==> src/rtl/spi_slave_wb.sv <==
`default_nettype none
// ============================================================================
// Module   : spi_slave_wb
// Purpose  : SPI mode-0 slave to single-word bus bridge. SCK, SSEL and MOSI
//            are oversampled in the clk_i domain. Each frame carries one
//            command word (we bit + address) followed by data words. A status
//            word is returned during the command word.
// Options  : SPI_SLAVE_WB_BURST_EN - auto-increment burst, unlimited data
//            words per frame. Without it a frame carries one data word.
// Revision : 1.0 - initial release
// ============================================================================
module spi_slave_wb #(
    parameter int WIDTH = 8,
    parameter int ABITS = 7,
    parameter int SYNC  = 2
) (
    input  logic             clk_i,
    input  logic             rst_ni,
    output logic             cyc_o,
    output logic             stb_o,
    output logic             we_o,
    output logic [ABITS-1:0] adr_o,
    output logic [WIDTH-1:0] dat_o,
    input  logic [WIDTH-1:0] dat_i,
    input  logic             ack_i,
    input  logic [WIDTH-1:0] status_i,
    output logic             overflow_o,
    output logic             underrun_o,
    output logic             busy_o,
    input  logic             SCK,
    input  logic             SSEL,
    input  logic             MOSI,
    output logic             MISO
);

    localparam int CW = (WIDTH > 1) ? $clog2(WIDTH) : 1;
    localparam logic [CW-1:0] C_LAST_BIT = CW'(WIDTH - 1);

    localparam logic [1:0] S_IDLE  = 2'd0;
    localparam logic [1:0] S_CMD   = 2'd1;
    localparam logic [1:0] S_WDATA = 2'd2;
    localparam logic [1:0] S_RDATA = 2'd3;

`ifdef SPI_SLAVE_WB_BURST_EN
    localparam bit C_BURST = 1'b1;
`else
    localparam bit C_BURST = 1'b0;
`endif

    // Synchronisers and edge-detect history
    logic [SYNC-1:0] sck_sync_q;
    logic [SYNC-1:0] ssel_sync_q;
    logic [SYNC-1:0] mosi_sync_q;
    logic            sck_prev_q;
    logic            ssel_prev_q;

    // FSM
    logic [1:0]      state_q;
    logic [1:0]      state_d;

    // SPI shifters
    logic [CW-1:0]    bit_cnt_q;
    logic [WIDTH-2:0] rx_q;
    logic [WIDTH-1:0] tx_q;
    logic             miso_q;
    logic             done_q;

    // Bus side
    logic             req_q;
    logic             req_we_q;
    logic [ABITS-1:0] req_adr_q;
    logic [WIDTH-1:0] req_dat_q;
    logic             cyc_q;
    logic             we_q;
    logic [ABITS-1:0] adr_q;
    logic [WIDTH-1:0] dat_q;
    logic [ABITS-1:0] addr_q;
    logic [WIDTH-1:0] rdata_q;
    logic             rvalid_q;
    logic             skip_q;
    logic             overflow_q;
    logic             underrun_q;

    // Decoded FSM outputs
    logic w_active;
    logic w_in_cmd;
    logic w_in_wdata;
    logic w_in_rdata;

    // Synchronised signals and edge events
    logic w_sck;
    logic w_ssel;
    logic w_mosi;
    logic w_sck_rise;
    logic w_sck_fall;
    logic w_ssel_rise;
    logic w_ssel_fall;
    logic w_start;
    logic w_stop;

    // Word-level events
    logic [WIDTH-1:0] w_word;
    logic             w_word_done;
    logic             w_cmd_done;
    logic             w_rd_cmd;
    logic             w_data_ok;
    logic             w_bus_busy;
    logic             w_wr_word;
    logic             w_wr_issue;
    logic             w_wr_drop;
    logic             w_load;
    logic             w_rd_live;
    logic             w_ack_rd;
    logic             w_rd_avail;
    logic [WIDTH-1:0] w_rd_word;
    logic             w_rd_hit;
    logic             w_rd_miss;
    logic             w_req_wait;
    logic [WIDTH-1:0] w_tx_word;
    logic             w_addr_inc;
    logic [ABITS-1:0] w_addr_next;

    assign w_sck  = sck_sync_q[SYNC-1];
    assign w_ssel = ssel_sync_q[SYNC-1];
    assign w_mosi = mosi_sync_q[SYNC-1];

    assign w_sck_rise  =  w_sck  & ~sck_prev_q;
    assign w_sck_fall  = ~w_sck  &  sck_prev_q;
    assign w_ssel_rise =  w_ssel & ~ssel_prev_q;
    assign w_ssel_fall = ~w_ssel &  ssel_prev_q;
    assign w_start     = (state_q == S_IDLE) && w_ssel_fall;
    assign w_stop      = w_active && w_ssel_rise;

    // A word completes on the rise that samples its last bit
    assign w_word      = {rx_q, w_mosi};
    assign w_word_done = w_active && w_sck_rise && (bit_cnt_q == C_LAST_BIT);
    assign w_cmd_done  = w_word_done && w_in_cmd;
    assign w_rd_cmd    = w_cmd_done && !w_word[WIDTH-1];

    // Without burst only the first data word of a frame is acted upon
    assign w_data_ok   = C_BURST || !done_q;
    assign w_bus_busy  = (cyc_q && !ack_i) || req_q;
    assign w_wr_word   = w_word_done && w_in_wdata && w_data_ok;
    assign w_wr_issue  = w_wr_word && !w_bus_busy;
    assign w_wr_drop   = w_wr_word && w_bus_busy;

    // The next MISO word is loaded on the fall that follows a word boundary
    assign w_load      = w_active && !w_ssel_rise && w_sck_fall && (bit_cnt_q == '0);
    assign w_rd_live   = w_load && w_in_rdata && w_data_ok;
    assign w_ack_rd    = cyc_q && ack_i && !we_q && !skip_q;
    assign w_rd_avail  = rvalid_q || w_ack_rd;
    assign w_rd_word   = rvalid_q ? rdata_q : dat_i;
    assign w_rd_hit    = w_rd_live && w_rd_avail;
    assign w_rd_miss   = w_rd_live && !w_rd_avail;
    assign w_req_wait  = req_q && cyc_q;
    assign w_tx_word   = w_rd_hit ? w_rd_word : '0;

    assign w_addr_inc  = C_BURST && (w_wr_issue || w_rd_live);
    assign w_addr_next = addr_q + ABITS'(1);

    // Synchronise the SPI pins and keep one cycle of history for edges
    always_ff @(posedge clk_i or negedge rst_ni) begin
        if (!rst_ni) begin
            sck_sync_q  <= '0;
            ssel_sync_q <= '1;
            mosi_sync_q <= '0;
            sck_prev_q  <= 1'b0;
            ssel_prev_q <= 1'b1;
        end else begin
            sck_sync_q  <= {sck_sync_q[SYNC-2:0], SCK};
            ssel_sync_q <= {ssel_sync_q[SYNC-2:0], SSEL};
            mosi_sync_q <= {mosi_sync_q[SYNC-2:0], MOSI};
            sck_prev_q  <= w_sck;
            ssel_prev_q <= w_ssel;
        end
    end

    // FSM state register
    always_ff @(posedge clk_i or negedge rst_ni) begin
        if (!rst_ni) begin
            state_q <= S_IDLE;
        end else begin
            state_q <= state_d;
        end
    end

    // FSM next state; SSEL rise always wins, the word itself is still processed
    always_comb begin
        state_d = state_q;
        case (state_q)
            S_IDLE: begin
                if (w_ssel_fall) begin
                    state_d = S_CMD;
                end
            end
            S_CMD: begin
                if (w_word_done) begin
                    state_d = w_word[WIDTH-1] ? S_WDATA : S_RDATA;
                end
            end
            default: begin
                state_d = state_q;
            end
        endcase
        if (w_stop) begin
            state_d = S_IDLE;
        end
    end

    // FSM output decode
    always_comb begin
        w_active   = (state_q != S_IDLE);
        w_in_cmd   = (state_q == S_CMD);
        w_in_wdata = (state_q == S_WDATA);
        w_in_rdata = (state_q == S_RDATA);
        busy_o     = (state_q != S_IDLE) || cyc_q || req_q;
    end

    // SPI shift registers: receive on SCK rise, transmit on SCK fall
    always_ff @(posedge clk_i or negedge rst_ni) begin
        if (!rst_ni) begin
            bit_cnt_q <= '0;
            rx_q      <= '0;
            tx_q      <= '0;
            miso_q    <= 1'b0;
            done_q    <= 1'b0;
        end else if (w_start) begin
            bit_cnt_q <= '0;
            tx_q      <= {status_i[WIDTH-2:0], 1'b0};
            miso_q    <= status_i[WIDTH-1];
            done_q    <= 1'b0;
        end else if (w_stop) begin
            bit_cnt_q <= '0;
            miso_q    <= 1'b0;
        end else if (w_active) begin
            if (w_sck_rise) begin
                rx_q      <= w_word[WIDTH-2:0];
                bit_cnt_q <= (bit_cnt_q == C_LAST_BIT) ? '0 : bit_cnt_q + CW'(1);
            end
            if (w_sck_fall) begin
                if (bit_cnt_q == '0) begin
                    tx_q   <= {w_tx_word[WIDTH-2:0], 1'b0};
                    miso_q <= w_tx_word[WIDTH-1];
                end else begin
                    tx_q   <= {tx_q[WIDTH-2:0], 1'b0};
                    miso_q <= tx_q[WIDTH-1];
                end
            end
            if ((w_word_done && w_in_wdata) || (w_load && w_in_rdata)) begin
                done_q <= 1'b1;
            end
        end
    end

    // Bus engine, request queue of one, read return buffer and sticky flags
    always_ff @(posedge clk_i or negedge rst_ni) begin
        if (!rst_ni) begin
            req_q      <= 1'b0;
            req_we_q   <= 1'b0;
            req_adr_q  <= '0;
            req_dat_q  <= '0;
            cyc_q      <= 1'b0;
            we_q       <= 1'b0;
            adr_q      <= '0;
            dat_q      <= '0;
            addr_q     <= '0;
            rdata_q    <= '0;
            rvalid_q   <= 1'b0;
            skip_q     <= 1'b0;
            overflow_q <= 1'b0;
            underrun_q <= 1'b0;
        end else begin
            if (cyc_q) begin
                if (ack_i) begin
                    cyc_q <= 1'b0;
                    we_q  <= 1'b0;
                end
            end else if (req_q) begin
                cyc_q <= 1'b1;
                we_q  <= req_we_q;
                adr_q <= req_adr_q;
                dat_q <= req_dat_q;
                req_q <= 1'b0;
            end

            if (cyc_q && ack_i && !we_q && skip_q) begin
                skip_q <= 1'b0;
            end
            if (w_rd_hit) begin
                rvalid_q <= 1'b0;
            end
            if (w_ack_rd && !(w_rd_hit && !rvalid_q)) begin
                rdata_q  <= dat_i;
                rvalid_q <= 1'b1;
            end

            if (w_start) begin
                overflow_q <= 1'b0;
                underrun_q <= 1'b0;
                rvalid_q   <= 1'b0;
            end

            if (w_cmd_done) begin
                addr_q <= w_word[ABITS-1:0];
            end else if (w_addr_inc) begin
                addr_q <= w_addr_next;
            end

            // A stale read still in flight from an earlier frame is discarded
            if (w_rd_cmd) begin
                rvalid_q  <= 1'b0;
                if (cyc_q && !we_q && !ack_i) begin
                    skip_q <= 1'b1;
                end
                req_q     <= 1'b1;
                req_we_q  <= 1'b0;
                req_adr_q <= w_word[ABITS-1:0];
            end

            if (w_wr_issue) begin
                req_q     <= 1'b1;
                req_we_q  <= 1'b1;
                req_adr_q <= addr_q;
                req_dat_q <= w_word;
            end
            if (w_wr_drop) begin
                overflow_q <= 1'b1;
            end

            if (w_rd_hit && C_BURST) begin
                req_q     <= 1'b1;
                req_we_q  <= 1'b0;
                req_adr_q <= w_addr_next;
            end

            // Late read: send zeros and make sure its data never reaches MISO
            if (w_rd_miss) begin
                underrun_q <= 1'b1;
                if (w_req_wait) begin
                    if (C_BURST) begin
                        req_adr_q <= w_addr_next;
                    end else begin
                        req_q <= 1'b0;
                    end
                end else begin
                    if ((cyc_q && !we_q && !ack_i) || req_q) begin
                        skip_q <= 1'b1;
                    end
                    if (C_BURST) begin
                        req_q     <= 1'b1;
                        req_we_q  <= 1'b0;
                        req_adr_q <= w_addr_next;
                    end
                end
            end
        end
    end

    assign cyc_o      = cyc_q;
    assign stb_o      = cyc_q;
    assign we_o       = we_q;
    assign adr_o      = adr_q;
    assign dat_o      = dat_q;
    assign overflow_o = overflow_q;
    assign underrun_o = underrun_q;
    assign MISO       = miso_q;

endmodule
`default_nettype wire

==> config.mk <==
export PLATFORM = sky130hd
export DESIGN_NAME = spi_slave_wb
export DESIGN_NICKNAME = d
export VERILOG_FILES = /design/src/rtl/spi_slave_wb.sv
export SDC_FILE = /design/constraint.sdc
export NUM_CORES = 1
export LEC_CHECK = 0
export BUFFER_PORTS_ARGS = -buffer_cell sky130_fd_sc_hd__buf_4
export CAP_MARGIN = 20
export CORE_MARGIN = 10
export CORE_UTILIZATION = 52
export DETAILED_ROUTE_END_ITERATION = 8
export HOLD_SLACK_MARGIN = 0.05
export PLACE_DENSITY_LB_ADDON = 0.05
export SYNTH_ARGS = -nofsm -noshare
export SYNTH_HDL_FRONTEND = slang
export SYNTH_SLANG_ARGS = --single-unit
==> constraint.sdc <==
create_clock -name clk_i -period 1.75 [get_ports clk_i]
set_input_delay 0.175 -clock clk_i [delete_from_list [all_inputs] [get_ports clk_i]]
set_output_delay 0.175 -clock clk_i [all_outputs]
set_load 0.01 [all_outputs]
==> metrics.txt <==
FF-to-FF Start=state_q[0]; IO buf count=43; P_leak=about 0.0023 uW; Met3 Wirelength=357 um; sequential power share=about 53%; CTS H-Tree Depth=3; crit share post-route=102.2%; die height=around 100 um; Net Sw Frac=a little over a quarter; Mapped Cells=about 280; hold worst-path end=rdata_q[3]; Metal-1 WL=about 3400 um; WL/cell=approximately 17 um; DRC viols=0; hold depth=2; Relative slew margins=~65%; Critical Path RT=between 1.5 and 2 ns; pwr dens=around 900 mW/mm2; RSZ-0062 raised after global routing=yes; CTS buffer count=9; Ports=44; Initial DRC Count=94; status=complete, but fails checks; YS warnings=0; Async SR Flop Fraction=between 90% and 100%; vias in the first global route=about 2,500; GPL Wtd Cong=0.8032; Area after DPL=0.004250 mm2; drt via density=between 5 and 6; worst path arrival time=approximately 2 ns; GR Overflow Total=0; CP Launch Type=flip-flop; commonest cells after routing, fill and taps aside=dfrtp_1 (78), buf_4 (77), mux2_2 (29); Post-synth EDFFs=0; final setup fails=8; hpwl dp=about 5200 um; Fin. Hold Viols=0; Seq cells post-synth=82; Avg Inst Size Synth=13.09 um2; post-synth cell types=47; WS Path Type=flip-flop to flip-flop; first-pass GRT wire length=12,340 um; clock group share of total power=33.5%; # rows=30; final WL=~7600 um; failing checks=negative setup slack; Layout area overhead=31.00%; # diodes=0; Post-Syn Area=roughly 0.0036 mm2; Fin Hold WS=between 0.06 and 0.07 ns; Worst Tran Pin Value=between 0.5 and 0.6 ns; Worst VDD drop=0.6546 mV; number of max-cap violations=0; GRT Overall Usage=~15%; commonest non-fill, non-tap cell in the layout=dfrtp_1; NumNets Final=between 300 and 400; Main synth FF type=dfrtp_1; clock buffer depth=2; total iterations of the first detailed-routing run=4; Reg2Reg Setup Slack=-0.04 ns; hold wc startpoint=dat_i[3]; DR vias=2,460; Tmin final=around 1.8 ns; Clock transition at path regs=around 0.090 ns; Critical Path Fanout Max=16; syn_nets=300; antenna violations before repair=0; largest net degree at the start of global routing=40; Pint=about 3000 uW; R2R depth=4; Combinational Power Share=a little over an eighth; clk sink count=a little over 80; Root Driver=clkbuf_8; Routed Antenna Nets=0; Top Layer Used=met4; hold crit path type=input port to flip-flop; RR Endpoint=req_dat_q[0]; Starting Density=~53%; fmax=between 500 and 600 MHz; Slew Viols, Final=0; Finished Cell Area=0.004716 mm2; NetSw=approximately 1100 uW; setup slack after layout=-0.03908 ns; Die ar.=0.01065 mm2; skew final=0.008747 ns; Clock Latency Late Sink=~0.35 ns; die width=103.2 um; Setup crit end kind=flip-flop; post-synthesis sequential area ratio=between 50% and 60%; share of cells above drive strength 1=between 40% and 50%; setup TNS=-0.1820 ns; CTS tree=done; Core Footprint=0.006756 mm2; met2 wire length=between 3000 and 4000 um
flip-flops by register name (all words and copies together), names as in the netlist, 3 cells and up:
name	flops
bit_cnt_q	3
adr_o	7
rx_q	7
addr_q	7
dat_o	8
req_adr_q	7
tx_q	7
rdata_q	8
req_dat_q	8
layer usage:
| layer | track usage, % | vias to the layer above |
|---|---|---|
| met5 | 0 | - |
| met4 | 6.738 | 0 |
| met3 | 3.522 | 14 |
| met2 | 23.94 | 51 |
| met1 | 18.48 | 1224 |
| li1 | - | 1171 |
cell type report:
cell class / instances / area (um2)
clock inverter: 7 / 76.32
sequential: 82 / 2057
inverter: 2 / 7.507
timing repair buffer: 92 / 780.7
clock buffer: 9 / 123.9
multi-input combinational: 177 / 1570
fill: 501 / 2041
tap: 80 / 100.1
power by group through the flow:
stage          Combinational (uW)  Sequential (uW)  Clock, uW
3_5_place_dp                  488             2240          0
3_3_place_gp                  479             2230          0
4_1_cts                       509             2200       1420
6_report                      542             2200       1380
5_1_grt                       602             2230       1510
2_1_floorplan                 279             2190          0
metrics by stage:
step           setup WS, ns  util [%]  cells  total power (uW)
2_1_floorplan      -0.05376         -    275              2466
3_3_place_gp       -0.04723     62.91    419              2711
3_5_place_dp       -0.06263     62.91    419              2724
4_1_cts            -0.04630     68.13    447              4130
5_1_grt            -0.08887     69.80    449              4338
6_report           -0.03908     69.80    449              4128
worst max-delay path by stage:
stage / startpoint / to / slack [ns] / cells after the start
after floorplan: state_q[0] / req_dat_q[3] / -0.05 / 5
after global placement: ssel_prev_q / tx_q[7] / -0.05 / 3
after detailed placement: bit_cnt_q[1] / req_dat_q[7] / -0.06 / 6
after CTS: state_q[0] / req_dat_q[3] / -0.05 / 4
after global routing: state_q[0] / req_dat_q[5] / -0.09 / 4
final: state_q[0] / req_dat_q[0] / -0.04 / 4
worst max-delay path: stages, from the launching register on:
cell and delay [ns]:
dfrtp_2 0.45, or3b_4 0.42, nor4_4 0.27, buf_12 0.20
mux2_2 0.34
cells in the mapped netlist, types with 3 or more instances:
cell	number	share of area, %
buf_2	5	0.70
nand3_1	3	0.42
nor2b_1	4	0.70
a21oi_1	9	1.3
o221ai_1	5	1.2
dfrtp_1	79	55
mux2_2	43	13
ha_1	3	1.0
nand2b_1	5	0.87
o21ai_0	11	1.5
o31ai_1	3	0.63
clkbuf_1	3	0.31
dfstp_2	3	2.2
buf_4	3	0.63
mux2i_1	18	5.0
mux2_1	4	1.3
and3_1	6	1.0
nor2_1	9	0.94
buf_6	3	0.94
nand2_1	22	2.3
cell families (layout without fill, tap and decap cells):
group	after synthesis	after routing	synth area share, %
buffers and inverters	16	110	2.781
multiplexers	65	65	19.71
flip-flops	82	82	57.11
AND/OR/NAND/NOR	67	67	11.23
adder cells (fa/ha/maj)	4	4	1.321
AO/OA/AOI/OAI	41	41	7.855
timing repair:
action,CTS,global route
endpoints found under the setup margin,23,36
hold buffers,8,0
setup buffers,4,2
pin swaps,2,4
resized for setup,11,24
hold endpoints to repair,41,0
Power figures use the tool's default switching activity.
